===== src/rtl/time_fmt_conv_pkg.sv =====
// Shared types and the pure BCD hour conversion for the time display converter.
package time_fmt_pkg;

  localparam int HOUR_MSB = 19;
  localparam int HOUR_LSB = 14;

  typedef struct packed {
    logic [1:0] h_t;
    logic [3:0] h_u;
    logic [2:0] m_t;
    logic [3:0] m_u;
    logic [2:0] s_t;
    logic [3:0] s_u;
  } bcd_time_t;

  // 24h BCD hour -> 12h BCD hour. An invalid hour returns unchanged with ok=0, pm=0.
  function automatic void hour_to_12h(input  logic [5:0] hour_bcd,
                                      output logic [5:0] h,
                                      output logic       pm,
                                      output logic       ok);
    logic [5:0] bin;
    logic [5:0] h12b;
    logic       tens;
    bin  = 6'(hour_bcd[5:4]) * 6'd10 + 6'(hour_bcd[3:0]);
    ok   = (hour_bcd[3:0] <= 4'd9) && (bin <= 6'd23);
    pm   = ok && (bin >= 6'd12);
    if (bin == 6'd0)       h12b = 6'd12;
    else if (bin > 6'd12)  h12b = bin - 6'd12;
    else                   h12b = bin;
    tens = (h12b >= 6'd10);
    if (ok) h = {1'b0, tens, tens ? 4'(h12b - 6'd10) : h12b[3:0]};
    else    h = hour_bcd;
  endfunction

endpackage


===== src/rtl/time_fmt_conv_if.sv =====
// Source-side and display-side handshake bundle of the time format converter.
interface time_fmt_conv_if #(
  parameter int N_CH = 2,
  parameter int CH_W = (N_CH > 1) ? $clog2(N_CH) : 1
);
  logic [N_CH-1:0]                    in_valid;
  time_fmt_pkg::bcd_time_t [N_CH-1:0] in_time;
  logic [N_CH-1:0]                    in_ready;
  logic                               out_valid;
  logic                               out_ready;
  logic [CH_W-1:0]                    out_ch;
  time_fmt_pkg::bcd_time_t            out_time;
  logic                               out_pm;
  logic                               out_blank;
  logic                               out_err;

  modport master (
    output in_valid, in_time, out_ready,
    input  in_ready, out_valid, out_ch, out_time, out_pm, out_blank, out_err
  );

  modport slave (
    input  in_valid, in_time, out_ready,
    output in_ready, out_valid, out_ch, out_time, out_pm, out_blank, out_err
  );
endinterface


===== src/rtl/time_fmt_conv_rr_arbiter.sv =====
// Round-robin arbiter: grants the first request at or after the pointer, cyclically.
module rr_arbiter #(
  parameter int N     = 2,
  parameter int IDX_W = (N > 1) ? $clog2(N) : 1
) (
  input  logic             clk,
  input  logic             rst,
  input  logic [N-1:0]     req,
  input  logic             advance,
  output logic [N-1:0]     grant,
  output logic [IDX_W-1:0] grant_idx
);

  logic [IDX_W-1:0] rr_ptr_q, rr_ptr_d;
  logic             hi_found, lo_found;
  logic [IDX_W-1:0] hi_idx, lo_idx;

  // hi_* is the first request at/after the pointer; lo_* is the wrap-around fallback.
  always_comb begin
    hi_found = 1'b0;
    lo_found = 1'b0;
    hi_idx   = '0;
    lo_idx   = '0;
    for (int k = 0; k < N; k++) begin
      if (req[k]) begin
        if (!lo_found) begin
          lo_found = 1'b1;
          lo_idx   = IDX_W'(k);
        end
        if (!hi_found && (IDX_W'(k) >= rr_ptr_q)) begin
          hi_found = 1'b1;
          hi_idx   = IDX_W'(k);
        end
      end
    end
    grant_idx = hi_found ? hi_idx : lo_idx;
    grant     = lo_found ? (N'(1) << grant_idx) : '0;
  end

  always_comb begin
    rr_ptr_d = rr_ptr_q;
    if (advance && lo_found)
      rr_ptr_d = (grant_idx == IDX_W'(N - 1)) ? '0 : grant_idx + IDX_W'(1);
  end

  always_ff @(posedge clk or posedge rst) begin
    if (rst) rr_ptr_q <= '0;
    else     rr_ptr_q <= rr_ptr_d;
  end

endmodule


===== src/rtl/time_fmt_conv.sv =====
// Multi-channel BCD hh:mm:ss converter: round-robin source select, 12h/24h format, one-stage output register.
module time_fmt_conv
  import time_fmt_pkg::*;
#(
  parameter int N_CH     = 2,
  parameter int BLANK_LZ = 1,
  parameter int ERR_W    = 8
) (
  input  logic              clk,
  input  logic              reset,
  input  logic              mode_toggle,
  time_fmt_conv_if.slave    bus,
  output logic              mode12,
  output logic [ERR_W-1:0]  err_count
);

  localparam int CH_W = (N_CH > 1) ? $clog2(N_CH) : 1;

  logic [N_CH-1:0] grant;
  logic [CH_W-1:0] grant_idx;
  logic            load_en, take;
  bcd_time_t       sel, conv;
  logic [19:0]     sel_word;
  logic [5:0]      h12;
  logic            pm12, hour_ok, conv_pm, conv_blank, conv_err;

  logic             out_valid_q, out_valid_d;
  logic [CH_W-1:0]  out_ch_q, out_ch_d;
  bcd_time_t        out_time_q, out_time_d;
  logic             out_pm_q, out_pm_d;
  logic             out_blank_q, out_blank_d;
  logic             out_err_q, out_err_d;
  logic             mode12_q, mode12_d;
  logic [ERR_W-1:0] err_count_q, err_count_d;

  assign load_en = !out_valid_q || bus.out_ready;
  assign take    = load_en && (|grant);

  rr_arbiter #(.N(N_CH), .IDX_W(CH_W)) u_arb (
    .clk       (clk),
    .rst       (reset),
    .req       (bus.in_valid),
    .advance   (load_en),
    .grant     (grant),
    .grant_idx (grant_idx)
  );

  assign bus.in_ready = grant & {N_CH{load_en}};

  always_comb begin
    sel = '0;
    for (int k = 0; k < N_CH; k++)
      if (grant[k]) sel = bus.in_time[k];
  end

  assign sel_word = sel;

  always_comb hour_to_12h(sel_word[HOUR_MSB:HOUR_LSB], h12, pm12, hour_ok);

  // Invalid hours pass through untouched in both modes; only valid 12h words are rewritten.
  always_comb begin
    conv       = sel;
    conv_pm    = 1'b0;
    conv_blank = 1'b0;
    conv_err   = !hour_ok;
    if (hour_ok && mode12_q) begin
      conv.h_t   = h12[5:4];
      conv.h_u   = h12[3:0];
      conv_pm    = pm12;
      conv_blank = (BLANK_LZ != 0) && (h12[5:4] == 2'd0);
    end
  end

  always_comb begin
    out_valid_d = out_valid_q;
    out_ch_d    = out_ch_q;
    out_time_d  = out_time_q;
    out_pm_d    = out_pm_q;
    out_blank_d = out_blank_q;
    out_err_d   = out_err_q;
    mode12_d    = mode12_q ^ mode_toggle;
    err_count_d = err_count_q;
    if (take) begin
      out_valid_d = 1'b1;
      out_ch_d    = grant_idx;
      out_time_d  = conv;
      out_pm_d    = conv_pm;
      out_blank_d = conv_blank;
      out_err_d   = conv_err;
      if (conv_err && (err_count_q != '1)) err_count_d = err_count_q + ERR_W'(1);
    end else if (bus.out_ready) begin
      out_valid_d = 1'b0;
    end
  end

  always_ff @(posedge clk or posedge reset) begin
    if (reset) begin
      out_valid_q <= 1'b0;
      out_ch_q    <= '0;
      out_time_q  <= '0;
      out_pm_q    <= 1'b0;
      out_blank_q <= 1'b0;
      out_err_q   <= 1'b0;
      mode12_q    <= 1'b0;
      err_count_q <= '0;
    end else begin
      out_valid_q <= out_valid_d;
      out_ch_q    <= out_ch_d;
      out_time_q  <= out_time_d;
      out_pm_q    <= out_pm_d;
      out_blank_q <= out_blank_d;
      out_err_q   <= out_err_d;
      mode12_q    <= mode12_d;
      err_count_q <= err_count_d;
    end
  end

  assign bus.out_valid = out_valid_q;
  assign bus.out_ch    = out_ch_q;
  assign bus.out_time  = out_time_q;
  assign bus.out_pm    = out_pm_q;
  assign bus.out_blank = out_blank_q;
  assign bus.out_err   = out_err_q;
  assign mode12        = mode12_q;
  assign err_count     = err_count_q;

endmodule

===== src/flat_wrapper.sv =====
// flat-port wrapper written by rule: the top's interface ports become plain ports
module time_fmt_conv_flat import time_fmt_pkg::*;
#(
  parameter int N_CH     = 2,
  parameter int BLANK_LZ = 1,
  parameter int ERR_W    = 8
)
  (clk, reset, mode_toggle, mode12, err_count, bus_in_valid, bus_in_time, bus_out_ready, bus_in_ready, bus_out_valid, bus_out_ch, bus_out_time, bus_out_pm, bus_out_blank, bus_out_err);
  time_fmt_conv_if #(.N_CH(N_CH)) bus_i ();
  input  logic clk;
  input  logic reset;
  input  logic mode_toggle;
  output logic mode12;
  output logic [ERR_W-1:0] err_count;
  input wire logic [$bits(bus_i.in_valid)-1:0] bus_in_valid;
  input wire logic [$bits(bus_i.in_time)-1:0] bus_in_time;
  input wire logic [$bits(bus_i.out_ready)-1:0] bus_out_ready;
  output wire logic [$bits(bus_i.in_ready)-1:0] bus_in_ready;
  output wire logic [$bits(bus_i.out_valid)-1:0] bus_out_valid;
  output wire logic [$bits(bus_i.out_ch)-1:0] bus_out_ch;
  output wire logic [$bits(bus_i.out_time)-1:0] bus_out_time;
  output wire logic [$bits(bus_i.out_pm)-1:0] bus_out_pm;
  output wire logic [$bits(bus_i.out_blank)-1:0] bus_out_blank;
  output wire logic [$bits(bus_i.out_err)-1:0] bus_out_err;
  assign bus_i.in_valid = bus_in_valid;
  assign bus_i.in_time = bus_in_time;
  assign bus_i.out_ready = bus_out_ready;
  assign bus_in_ready = bus_i.in_ready;
  assign bus_out_valid = bus_i.out_valid;
  assign bus_out_ch = bus_i.out_ch;
  assign bus_out_time = bus_i.out_time;
  assign bus_out_pm = bus_i.out_pm;
  assign bus_out_blank = bus_i.out_blank;
  assign bus_out_err = bus_i.out_err;
  time_fmt_conv #(.N_CH(N_CH), .BLANK_LZ(BLANK_LZ), .ERR_W(ERR_W)) u_core (.clk(clk), .reset(reset), .mode_toggle(mode_toggle), .bus(bus_i), .mode12(mode12), .err_count(err_count));
endmodule

===== config.mk =====
export PLATFORM = sky130hd
export DESIGN_NAME = time_fmt_conv_flat
export DESIGN_NICKNAME = d
export VERILOG_FILES = /design/src/rtl/time_fmt_conv_pkg.sv /design/src/rtl/time_fmt_conv_if.sv /design/src/rtl/time_fmt_conv_rr_arbiter.sv /design/src/rtl/time_fmt_conv.sv /design/src/flat_wrapper.sv
export SDC_FILE = /design/constraint.sdc
export NUM_CORES = 1
export LEC_CHECK = 0
export CORE_ASPECT_RATIO = 1.5
export CORE_UTILIZATION = 40
export CTS_CLUSTER_DIAMETER = 60
export DETAILED_ROUTE_END_ITERATION = 8
export DONT_BUFFER_PORTS = 1
export MAX_ROUTING_LAYER = met4
export PLACE_DENSITY = 0.5
export SLEW_MARGIN = 20
export SYNTH_ARGS = -nofsm -noshare
export SYNTH_HDL_FRONTEND = slang
export SYNTH_SLANG_ARGS = --single-unit

===== constraint.sdc =====
create_clock -name clk -period 9.4 [get_ports clk]
set_clock_uncertainty 0.1 [all_clocks]
set_input_delay 0.94 -clock clk [delete_from_list [all_inputs] [get_ports clk]]
set_output_delay 0.94 -clock clk [all_outputs]
set_load 0.02 [all_outputs]

==> Flow_metrics.wiki, run 1 <==
{| class="wikitable"
! Metric !! Value
|-
| Vias in the first global route || 1619
|-
| Arrival @ worst endpoint || 4.60 ns
|-
| Average wire per cell in the routed design || 16.5 µm
|-
| Reg-to-reg startpoint || u_core.u_arb.rr_ptr_q
|-
| Post-layout power || 0.000571 W
|-
| Starting Density || 41.6%
|-
| Count of yosys warnings during synthesis || 0
|-
| Flop and latch count out of synthesis || 35
|-
| Clock tree buffer depth || 2
|-
| Post-synthesis instance total || 220
|-
| Post-synth top flop || sky130_fd_sc_hd__dfrtp_1
|-
| Slowest cell on the critical path || sky130_fd_sc_hd__and2_1
|-
| Post-synthesis async set-or-reset flop share || 100%
|-
| Number of max-capacitance violations reported || 0
|-
| Most Frequent Cell on Critical Path || sky130_fd_sc_hd__ha_1
|-
| Final cycle utilization of the critical path || 48.3%
|-
| Leakage power summed over all cells || 0.944 nW
|-
| Remaining antenna violation count after routing || 0
|-
| Hold path depth || 2
|-
| Remaining routing DRC violations || 0
|-
| Post-CTS Repair Setup Buffers || 0
|-
| Required arrival time at the worst endpoint || 9.46 ns
|-
| Cell chain of the critical path || nand2b_1 -> and2_1 -> a22o_1 -> ha_1 -> ha_1 -> a21oi_4 -> xnor2_4 -> ha_1 -> o21ai_1 -> o211ai_2 -> a211oi_1 -> a21o_1 -> ha_1 -> or4b_1 -> mux2i_1 -> nor2_1
|-
| Clock-pin slew reported for the worst setup and hold paths after clock tree synthesis || 0.07 ns
|-
| Number of hold violations in the final report || 0
|-
| Height of the chip || 91.8 µm
|-
| Antenna violations before repair || 0
|-
| Number of synthesized flops with an enable pin || 0
|-
| Routed wire length || 4750 µm
|-
| Worst setup path startpoint || bus_in_valid[0]
|-
| Area added between synthesis and finish || 5.65%
|-
| Worst ir drop on vdd || 0.128 mV
|-
| Setup Crit Path Kind || input pin to register
|-
| PostCTS Resize Cnt || 0
|-
| Final GP Congestion || 0.757
|-
| Max stage delay on crit path || 0.57 ns
|-
| Clock net sink count || 35
|-
| CTS tree || done
|-
| # nets final || 273
|-
| Top achievable clock speed || 220 MHz
|-
| Die area || 5670 µm²
|-
| Worst Setup EP || u_core.bus.out_time[17]
|-
| Post-Route Setup TNS || 0 ns
|-
| Cell depth of the worst flop-to-flop path || 16
|-
| Count of non-filler cells in the finished layout || 288
|-
| Post-synth net total || 274
|-
| Count of fill cells added during filler insertion || 506
|-
| Transition time of the tightest slew-check pin || 0.953 ns
|-
| PortBufs || 0
|-
| Via total after detailed routing || 1663
|-
| Core Region || 5160 µm²
|-
| Detail-routed via count per cell || 5.77
|-
| Kind of end point of the critical path || register
|-
| Overall overflow remaining after global route || 0
|-
| H-Tree Depth || 2
|-
| Maximum fanout along the worst path || 17
|-
| Power per cell area || 251 nW/µm²
|-
| Cell at the root of the clock tree || sky130_fd_sc_hd__clkbuf_8
|-
| Final setup violation count || 0
|-
| Max Slew Vio Count || 0
|-
| Largest net degree at the start of global routing || 36
|-
| Source-to-sink clock delay at the later pin of the worst-skew pair || 0.28 ns
|-
| Status || finished, final reports clean
|-
| Sequential-to-total area share from yosys stat || 40.8%
|-
| Initial DRC Count || 59
|-
| Category of the worst setup path launch point || input pin
|-
| Reg2Reg Capture Point || u_core.bus.out_time[17]
|-
| Area of the mapped netlist || 2150 µm²
|-
| Antenna diodes || 0
|-
| # hold bufs at CTS || 0
|-
| Synthesized area per cell || 9.77 µm²
|-
| First drt pass iteration count || 4
|-
| Number of placement rows || 32
|-
| Number of different library cells in the post-synthesis netlist || 57
|-
| Count of pins on the block boundary || 82
|-
| RSZ-0062 raised after global routing || false
|-
| Worst-case headroom to the max-slew limit || 36.1%
|-
| Fraction of final layout cells with drive strength greater than 1 || 11.8%
|-
| CTS buffer count || 5
|-
| Dpl hpwl || 3710 µm
|-
| Register-to-Register Setup Slack || 5.08 ns
|-
| Total Routing Usage GR || 17.5%
|-
| Path category of the worst min-delay check || register to register
|-
| Post-Place Cells || 280
|-
| Floorplan die width || 61.8 µm
|-
| Minimum period implied by the final worst setup slack || 4.54 ns
|-
| Wire length of the first global-routing pass || 7300 µm
|}
==> metal layers <==
metal	part of all wire (%)	global-route usage (%)
met3	6.6	5.08
met2	53	30.0
met4	1.8	5.00
met5	0	-
met1	38	18.8
==> Yosys cell counts, drive strengths merged, types with 4 or more instances <==
master  instances  area share (%)
nand3           5             1.2
a211oi          5             2.6
nor2           40             7.1
o21ai           9             2.1
a221oi         14             5.7
nand2          15             2.6
ha              8             4.7
buf             4             1.4
a32oi           5             2.7
inv            10             1.7
dfrtp          35              41
clkbuf          6             1.2
a21oi           9             2.6
xnor2           8             4.1
==> layout by cell type, fill, tap and decap left out, types with 3 or more instances in the layout <==
cell type                  instances
sky130_fd_sc_hd__buf_4             3
sky130_fd_sc_hd__o21ai_0           4
sky130_fd_sc_hd__inv_1             9
sky130_fd_sc_hd__a221oi_1         14
sky130_fd_sc_hd__o21ai_1           4
sky130_fd_sc_hd__a211oi_1          3
sky130_fd_sc_hd__a21oi_1           8
sky130_fd_sc_hd__dfrtp_1          35
sky130_fd_sc_hd__clkbuf_8          5
sky130_fd_sc_hd__nor2_1           39
sky130_fd_sc_hd__ha_1              8
sky130_fd_sc_hd__a21o_1            3
sky130_fd_sc_hd__a22o_1            3
sky130_fd_sc_hd__nand2_1          15
sky130_fd_sc_hd__nand3_1           5
sky130_fd_sc_hd__xnor2_1           7
sky130_fd_sc_hd__a32oi_1           3
==> critical path: cells and delay by family <==
kind / cells / cell delay, ns
AOI/OAI and AO/OA: 6 / 0.93
adders and majority gates: 4 / 0.96
and+or+nand+nor: 4 / 1.37
muxes: 1 / 0.14
xor gates and xnor gates: 1 / 0.23
==> kinds of logic (layout without fill, tap and decap cells) <==
family	Yosys count	after routing	share of synthesized area (%)
and+or+nand+nor	74	74	15.3
AOI/OAI and AO/OA	66	66	25.9
DFF	35	35	40.8
buffers and inverters	21	21	5.24
xor gates and xnor gates	11	11	5.71
adders and majority gates	8	8	4.66
muxes	5	5	2.50
==> power by group <==
part / total, W / internal, W / switching (W)
clock network: 0.000103 / 0.0000517 / 0.0000510
logic: 0.000189 / 0.0000813 / 0.000108
registers: 0.000279 / 0.000190 / 0.0000887
==> sequential cells by signal, summed over array words and instances, names as in the netlist <==
register	cells
u_core.bus.out_pm	1
u_core.bus.out_blank	1
u_core.bus.out_valid	1
u_core.bus.out_time	20
u_core.err_count	8
u_core.bus.out_ch	1
u_core.u_arb.rr_ptr_q	1
u_core.bus.out_err	1
u_core.mode12	1
==> final cells by class <==
type	count	area, µm²	area share [%]
clock buffers	6	72.6	3.20
clock inverters	2	12.5	0.551
flip-flops and latches	35	876	38.6
inverters	10	37.5	1.65
well taps	68	85.1	3.75
multi-input cells	164	1160	51.3
repair buffers	3	22.5	0.992
==> through the flow <==
| step | setup WS (ns) | util (%) | hold WS, ns | cell area (µm²) |
|---|---|---|---|---|
| 2_1_floorplan | 5.13 | - | 0.400 | 2150 |
| 3_3_place_gp | 4.76 | 42.3 | 0.438 | 2180 |
| 3_5_place_dp | 4.60 | 42.3 | 0.446 | 2180 |
| 4_1_cts | 4.88 | 43.9 | 0.461 | 2270 |
| 5_1_grt | 4.54 | 43.9 | 0.487 | 2270 |
| 6_report | 4.86 | 43.9 | 0.460 | 2270 |
==> worst min path at each step <==
| stage | from | to |
|---|---|---|
| after floorplan | u_core.u_arb.rr_ptr_q | u_core.u_arb.rr_ptr_q |
| final | u_core.u_arb.rr_ptr_q | u_core.u_arb.rr_ptr_q |
| after CTS | u_core.u_arb.rr_ptr_q | u_core.u_arb.rr_ptr_q |
| after detailed placement | u_core.u_arb.rr_ptr_q | u_core.u_arb.rr_ptr_q |
| after global placement | u_core.u_arb.rr_ptr_q | u_core.u_arb.rr_ptr_q |
| after global routing | u_core.u_arb.rr_ptr_q | u_core.u_arb.rr_ptr_q |
Power figures use the tool's default switching activity.
==> run 2, diff against run 1 <==
clock period = 4.3 ns   (was 9.4 ns; I/O delays follow)
==> run 2 against run 1 <==
Against the previous run:
- combinational power up 120%
- count of clock-buffer cells in the layout is the same
- die area unchanged
- critical endpoint unchanged
- largest cell class unchanged
==> Flow_metrics.wiki, run 2 (synthesis gave the netlist of run 1 again) <==
{| class="wikitable"
! Metric !! Value
|-
| Post-placement worst setup slack || 0.373 ns (was 4.60 ns)
|-
| Height of the chip || 91.8 µm (unchanged)
|-
| Final setup violation count || 0 (unchanged)
|-
| Worst ir drop on vdd || 0.322 mV (was 0.128 mV)
|-
| Initial DRC Count || 81 (was 59)
|-
| Floorplan die width || 61.8 µm (unchanged)
|-
| Path category of the worst min-delay check || input pin to asynchronous set/reset pin (was register to register)
|-
| Kind of end point of the critical path || register (unchanged)
|-
| Cell at the root of the clock tree || sky130_fd_sc_hd__clkbuf_8 (unchanged)
|-
| H-Tree Depth || 2 (unchanged)
|-
| Post-CTS Repair Setup Buffers || 0 (unchanged)
|-
| Logic gate share of total power || 33.3% (was 33.2%)
|-
| Via total after detailed routing || 1670 (was 1663)
|-
| Dpl hpwl || 3740 µm (was 3710 µm)
|-
| # hold bufs at CTS || 0 (unchanged)
|-
| Max stage delay on crit path || 0.53 ns (was 0.57 ns)
|-
| Number of flip-flops under the largest register name || 20 (unchanged)
|-
| Area added between synthesis and finish || 6.35% (was 5.65%)
|-
| Largest net degree at the start of global routing || 36 (unchanged)
|-
| Cell chain of the critical path || nand2b_1 -> and2_1 -> a22o_1 -> ha_1 -> ha_1 -> a21oi_4 -> xnor2_4 -> ha_1 -> o21ai_1 -> o211ai_2 -> a211oi_1 -> a21o_1 -> ha_1 -> or4b_1 -> mux2i_1 -> nor2_1 (unchanged)
|-
| First drt pass iteration count || 4 (unchanged)
|-
| Power per cell area || 549 nW/µm² (was 251 nW/µm²)
|-
| Reg-to-reg startpoint || u_core.u_arb.rr_ptr_q (unchanged)
|-
| Detail-routed via count per cell || 5.76 (was 5.77)
|-
| Die area || 5670 µm² (unchanged)
|-
| Antenna diodes || 0 (unchanged)
|-
| Total Routing Usage GR || 18.3% (was 17.5%)
|-
| Most common cell after layout, fill and taps aside || sky130_fd_sc_hd__nor2_1 (unchanged)
|-
| Antenna violations before repair || 0 (unchanged)
|-
| Commonest cells after routing, fill and taps aside || 39 x sky130_fd_sc_hd__nor2_1, 35 x sky130_fd_sc_hd__dfrtp_1, 15 x sky130_fd_sc_hd__nand2_1 (unchanged)
|-
| Overall overflow remaining after global route || 0 (unchanged)
|-
| Count of fill cells added during filler insertion || 510 (was 506)
|-
| Maximum fanout along the worst path || 8 (was 17)
|-
| Starting Density || 41.6% (unchanged)
|-
| PortBufs || 0 (unchanged)
|-
| Switching Power || 0.000546 W (was 0.000248 W)
|-
| Routed wire length || 4820 µm (was 4750 µm)
|-
| Remaining routing DRC violations || 0 (unchanged)
|-
| Count of pins on the block boundary || 82 (unchanged)
|-
| Internal || 0.000708 W (was 0.000323 W)
|-
| Post-Place Cells || 282 (was 280)
|-
| Switching part of the total power || 43.6% (was 43.4%)
|-
| Register-to-Register Setup Slack || 0.35 ns (was 5.08 ns)
|-
| CTS tree || done (unchanged)
|-
| Worst setup path startpoint || u_core.u_arb.rr_ptr_q (was bus_in_valid[0])
|-
| Number of hold violations in the final report || 0 (unchanged)
|-
| Core Region || 5160 µm² (unchanged)
|-
| Wire length of the first global-routing pass || 7530 µm (was 7300 µm)
|-
| Fraction of final layout cells with drive strength greater than 1 || 12.6% (was 11.8%)
|-
| Max Slew Vio Count || 0 (unchanged)
|-
| Hold Worst Slack || 0.0383 ns (was 0.460 ns)
|-
| Final critical-path setup slack || 0.347 ns (was 4.86 ns)
|-
| Clk pwr share || 18.1% (was 18.0%)
|-
| Vias in the first global route || 1586 (was 1619)
|-
| Status || finished, final reports clean (unchanged)
|-
| Minimum period implied by the final worst setup slack || 3.95 ns
|-
| Portion of total power attributed to sequential cells || 48.6% (was 48.8%)
|-
| Leakage power summed over all cells || 0.954 nW (was 0.944 nW)
|-
| CTS buffer count || 5 (unchanged)
|-
| Clock tree buffer depth || 2 (unchanged)
|-
| RSZ-0062 raised after global routing || false (unchanged)
|-
| Arrival @ worst endpoint || 4.02 ns (was 4.60 ns)
|-
| Final GP Congestion || 0.804 (was 0.757)
|-
| Setup Crit Path Kind || register to register (was input pin to register)
|-
| Category of the worst setup path launch point || register (was input pin)
|-
| # nets final || 275 (was 273)
|-
| Remaining antenna violation count after routing || 0 (unchanged)
|-
| Slowest cell on the critical path || sky130_fd_sc_hd__or4b_1 (was sky130_fd_sc_hd__and2_1)
|-
| Most Frequent Cell on Critical Path || sky130_fd_sc_hd__ha_1 (unchanged)
|-
| Worst-case headroom to the max-slew limit || 61.0% (was 36.1%)
|-
| Post-Route Setup TNS || 0 ns (unchanged)
|-
| Post-layout power || 0.00125 W (was 0.000571 W)
|-
| PostCTS Resize Cnt || 0 (unchanged)
|-
| Required arrival time at the worst endpoint || 4.37 ns (was 9.46 ns)
|-
| Count of non-filler cells in the finished layout || 290 (was 288)
|-
| Average wire per cell in the routed design || 16.6 µm (was 16.5 µm)
|-
| Final cycle utilization of the critical path || 91.9%
|-
| Number of placement rows || 32 (unchanged)
|-
| Clock net sink count || 35 (unchanged)
|-
| Source-to-sink clock delay at the later pin of the worst-skew pair || 0.28 ns (about the same)
|-
| Transition time of the tightest slew-check pin || 0.580 ns (was 0.953 ns)
|-
| Number of max-capacitance violations reported || 0 (unchanged)
|-
| Clock-pin slew reported for the worst setup and hold paths after clock tree synthesis || 0.07 ns (about the same)
|-
| Top achievable clock speed || 253 MHz
|}
-- run 2: per-stage QoR --
stage,instance area [µm²],utilization [%]
floorplan,2150,-
global placement,2200,42.6
detailed placement,2200,42.6
CTS,2280,44.2
global route,2280,44.2
finish,2280,44.2
-- run 2: cell type report --
type                            count  area, µm²  area share [%]
Inverter                           10       37.5            1.64
Clock buffer                        6       72.6            3.18
Multi-Input combinational cell    164       1160            50.9
Tap cell                           68       85.1            3.72
Clock inverter                      2       12.5           0.548
Sequential cell                    35        876            38.3
Timing Repair Buffer                5       37.5            1.64
-- run 2: worst max-delay path: cells and delay by family (launching register included) --
kind                     cells  cell delay, ns
XOR/XNOR                     1            0.17
multiplexers                 1            0.14
AND/OR/NAND/NOR              4            1.10
AO/OA/AOI/OAI                6            0.98
adder cells (fa/ha/maj)      4            0.93
flip-flops                   1            0.40
-- run 2: path summary, 6_finish.rpt --
check	to	cells past startpoint
setup / recovery	u_core.bus.out_time[17]	16
hold reg to reg	u_core.u_arb.rr_ptr_q	2
setup reg to reg	u_core.bus.out_time[17]	16
min in group clk	u_core.mode12	1
max in group asynchronous	u_core.bus.out_time[15]	2
hold / removal	u_core.bus.out_time[11]	2
-- run 2: per-layer routing --
metal / GRT usage [%] / routed length [µm]
met1: 20.3 / 1860
met4: 8.52 / 153
met5: - / 0
met2: 29.2 / 2450
met3: 5.22 / 360
-- run 2: power by group through the flow --
stage	Sequential (W)	Clock, W	Combinational (W)
6_report	0.000610	0.000226	0.000418
5_1_grt	0.000625	0.000254	0.000476
4_1_cts	0.000612	0.000236	0.000423
3_5_place_dp	0.000619	0	0.000419
3_3_place_gp	0.000615	0	0.000413
2_1_floorplan	0.000591	0	0.000353
==> run 3, diff against run 2 <==
PLACE_DENSITY = 0.58   (was 0.5)
==> run 3 against run 2 <==
Against the previous run:
- maximum frequency is 1.4% lower
- non-clock buffer count stayed put
- core utilization stayed put
- final area stayed put
- sequential power hardly changed
- power is 0.21% lower
- hold slack worse by 0.0099 ns
- setup slack worse by 0.056 ns
- count of clock-buffer cells in the layout stayed put
- sequential share of layout area stayed put
- clock power hardly changed
- largest power group unchanged
==> Flow_metrics.wiki, run 3 (synthesis gave the netlist of run 1 again) <==
{| class="wikitable"
! Metric !! Value
|-
| Number of max-capacitance violations reported || 0 (unchanged)
|-
| Post-Route Setup TNS || 0 ns (unchanged)
|-
| Reg-to-reg startpoint || u_core.u_arb.rr_ptr_q (unchanged)
|-
| Post-layout power || 0.00125 W (about the same)
|-
| Initial DRC Count || 52 (was 81)
|-
| Fraction of final layout cells with drive strength greater than 1 || 12.6% (unchanged)
|-
| Routed wire length || 4810 µm (was 4820 µm)
|-
| Switching part of the total power || 43.5% (was 43.6%)
|-
| Wire length of the first global-routing pass || 7470 µm (was 7530 µm)
|-
| PortBufs || 0 (unchanged)
|-
| Total Routing Usage GR || 18.3% (about the same)
|-
| Average wire per cell in the routed design || 16.6 µm (about the same)
|-
| Portion of total power attributed to sequential cells || 48.6% (about the same)
|-
| Cell chain of the critical path || nand2b_1 -> and2_1 -> a22o_1 -> ha_1 -> ha_1 -> a21oi_4 -> xnor2_4 -> ha_1 -> o21ai_1 -> o211ai_2 -> a211oi_1 -> a21o_1 -> ha_1 -> or4b_1 -> mux2i_1 -> nor2_1 (unchanged)
|-
| Height of the chip || 91.8 µm (unchanged)
|-
| Top achievable clock speed || 249 MHz (was 253 MHz)
|-
| Worst ir drop on vdd || 0.240 mV (was 0.322 mV)
|-
| Largest net degree at the start of global routing || 36 (unchanged)
|-
| Post-placement worst setup slack || 0.348 ns (was 0.373 ns)
|-
| Overall overflow remaining after global route || 0 (unchanged)
|-
| Number of flip-flops under the largest register name || 20 (unchanged)
|-
| Most common cell after layout, fill and taps aside || sky130_fd_sc_hd__nor2_1 (unchanged)
|-
| Detail-routed via count per cell || 5.64 (was 5.76)
|-
| Status || finished, final reports clean (unchanged)
|-
| Most Frequent Cell on Critical Path || sky130_fd_sc_hd__ha_1 (unchanged)
|-
| Clock net sink count || 35 (unchanged)
|-
| Count of pins on the block boundary || 82 (unchanged)
|-
| Transition time of the tightest slew-check pin || 0.688 ns (was 0.580 ns)
|-
| Number of placement rows || 32 (unchanged)
|-
| CTS buffer count || 5 (unchanged)
|-
| Switching Power || 0.000544 W (was 0.000546 W)
|-
| Remaining antenna violation count after routing || 0 (unchanged)
|-
| Count of fill cells added during filler insertion || 501 (was 510)
|-
| # hold bufs at CTS || 0 (unchanged)
|-
| Category of the worst setup path launch point || register (unchanged)
|-
| Maximum fanout along the worst path || 8 (unchanged)
|-
| Path category of the worst min-delay check || input pin to asynchronous set/reset pin (unchanged)
|-
| Commonest cells after routing, fill and taps aside || 39 x sky130_fd_sc_hd__nor2_1, 35 x sky130_fd_sc_hd__dfrtp_1, 15 x sky130_fd_sc_hd__nand2_1 (unchanged)
|-
| Source-to-sink clock delay at the later pin of the worst-skew pair || 0.28 ns (about the same)
|-
| H-Tree Depth || 2 (unchanged)
|-
| Floorplan die width || 61.8 µm (unchanged)
|-
| CTS tree || done (unchanged)
|-
| Slowest cell on the critical path || sky130_fd_sc_hd__or4b_1 (unchanged)
|-
| Final cycle utilization of the critical path || 93.2% (was 91.9%)
|-
| Clock-pin slew reported for the worst setup and hold paths after clock tree synthesis || 0.07 ns (about the same)
|-
| Internal || 0.000707 W (was 0.000708 W)
|-
| Arrival @ worst endpoint || 4.07 ns (was 4.02 ns)
|-
| Logic gate share of total power || 33.1% (was 33.3%)
|-
| Post-CTS Repair Setup Buffers || 0 (unchanged)
|-
| Power per cell area || 548 nW/µm² (was 549 nW/µm²)
|-
| Hold Worst Slack || 0.0284 ns (was 0.0383 ns)
|-
| Worst-case headroom to the max-slew limit || 54.2% (was 61.0%)
|-
| First drt pass iteration count || 4 (unchanged)
|-
| Core Region || 5160 µm² (unchanged)
|-
| Final critical-path setup slack || 0.291 ns (was 0.347 ns)
|-
| Max Slew Vio Count || 0 (unchanged)
|-
| Setup Crit Path Kind || register to register (unchanged)
|-
| Required arrival time at the worst endpoint || 4.36 ns (was 4.37 ns)
|-
| Max stage delay on crit path || 0.51 ns (was 0.53 ns)
|-
| Leakage power summed over all cells || 0.954 nW (unchanged)
|-
| Kind of end point of the critical path || register (unchanged)
|-
| Antenna violations before repair || 0 (unchanged)
|-
| RSZ-0062 raised after global routing || false (unchanged)
|-
| Minimum period implied by the final worst setup slack || 4.01 ns (was 3.95 ns)
|-
| Cell at the root of the clock tree || sky130_fd_sc_hd__clkbuf_8 (unchanged)
|-
| # nets final || 275 (unchanged)
|-
| Via total after detailed routing || 1637 (was 1670)
|-
| Number of hold violations in the final report || 0 (unchanged)
|-
| Antenna diodes || 0 (unchanged)
|-
| Dpl hpwl || 3710 µm (was 3740 µm)
|-
| Vias in the first global route || 1606 (was 1586)
|-
| Die area || 5670 µm² (unchanged)
|-
| Starting Density || 41.6% (unchanged)
|-
| Final GP Congestion || 0.814 (was 0.804)
|-
| Remaining routing DRC violations || 0 (unchanged)
|-
| Clk pwr share || 18.2% (was 18.1%)
|-
| Area added between synthesis and finish || 6.35% (unchanged)
|-
| PostCTS Resize Cnt || 0 (unchanged)
|-
| Clock tree buffer depth || 2 (unchanged)
|-
| Final setup violation count || 0 (unchanged)
|-
| Worst setup path startpoint || u_core.u_arb.rr_ptr_q (unchanged)
|}
[run 3: worst paths after layout]
path	to	slack, ns	cells after the start
worst max-delay path	u_core.bus.out_time[17]	0.29	16
worst min-delay path	u_core.bus.out_time[3]	0.03	2
worst max register to register	u_core.bus.out_time[17]	0.29	16
worst min register to register	u_core.u_arb.rr_ptr_q	0.46	2
max in group asynchronous	u_core.bus.out_time[9]	3.75	2
min in group clk	u_core.mode12	0.12	1
[run 3: final cells by class]
cell class	instances	area (µm²)	share of cell area [%]
Multi-Input combinational cell	164	1160	50.9
Sequential cell	35	876	38.3
Tap cell	68	85.1	3.72
Clock buffer	6	72.6	3.18
Timing Repair Buffer	5	37.5	1.64
Inverter	10	37.5	1.64
Clock inverter	2	12.5	0.548
[run 3: metal layers]
| layer | share of wire, % | track usage [%] | vias to the layer above |
|---|---|---|---|
| met2 | 53 | 30.3 | 55 |
| met5 | 0 | - | - |
| met4 | 2.9 | 7.96 | 0 |
| li1 | - | - | 806 |
| met3 | 6.0 | 4.65 | 10 |
| met1 | 38 | 20.1 | 766 |
[run 3: per-stage QoR]
step                      utilization (%)  cell area (µm²)  instances
after CTS                            44.2             2280        290
final                                44.2             2280        290
after global routing                 44.2             2280        290
after detailed placement             42.6             2200        282
after global placement               42.6             2200        282
after floorplan                         -             2150        220
[run 3: critical path: cells and delay by family, from the launching register on]
kind / cells / cell delay [ns]
AND/OR/NAND/NOR: 4 / 1.10
AO/OA/AOI/OAI: 6 / 1.00
adder cells (fa/ha/maj): 4 / 0.96
flip-flops: 1 / 0.40
XOR/XNOR: 1 / 0.18
multiplexers: 1 / 0.14
[run 3: power by group through the flow]
| stage | clock [W] | sequential [W] | combinational (W) |
|---|---|---|---|
| floorplan | 0 | 0.000591 | 0.000353 |
| global placement | 0 | 0.000617 | 0.000413 |
| detailed placement | 0 | 0.000618 | 0.000418 |
| CTS | 0.000236 | 0.000611 | 0.000419 |
| global route | 0.000254 | 0.000628 | 0.000472 |
| finish | 0.000228 | 0.000609 | 0.000415 |
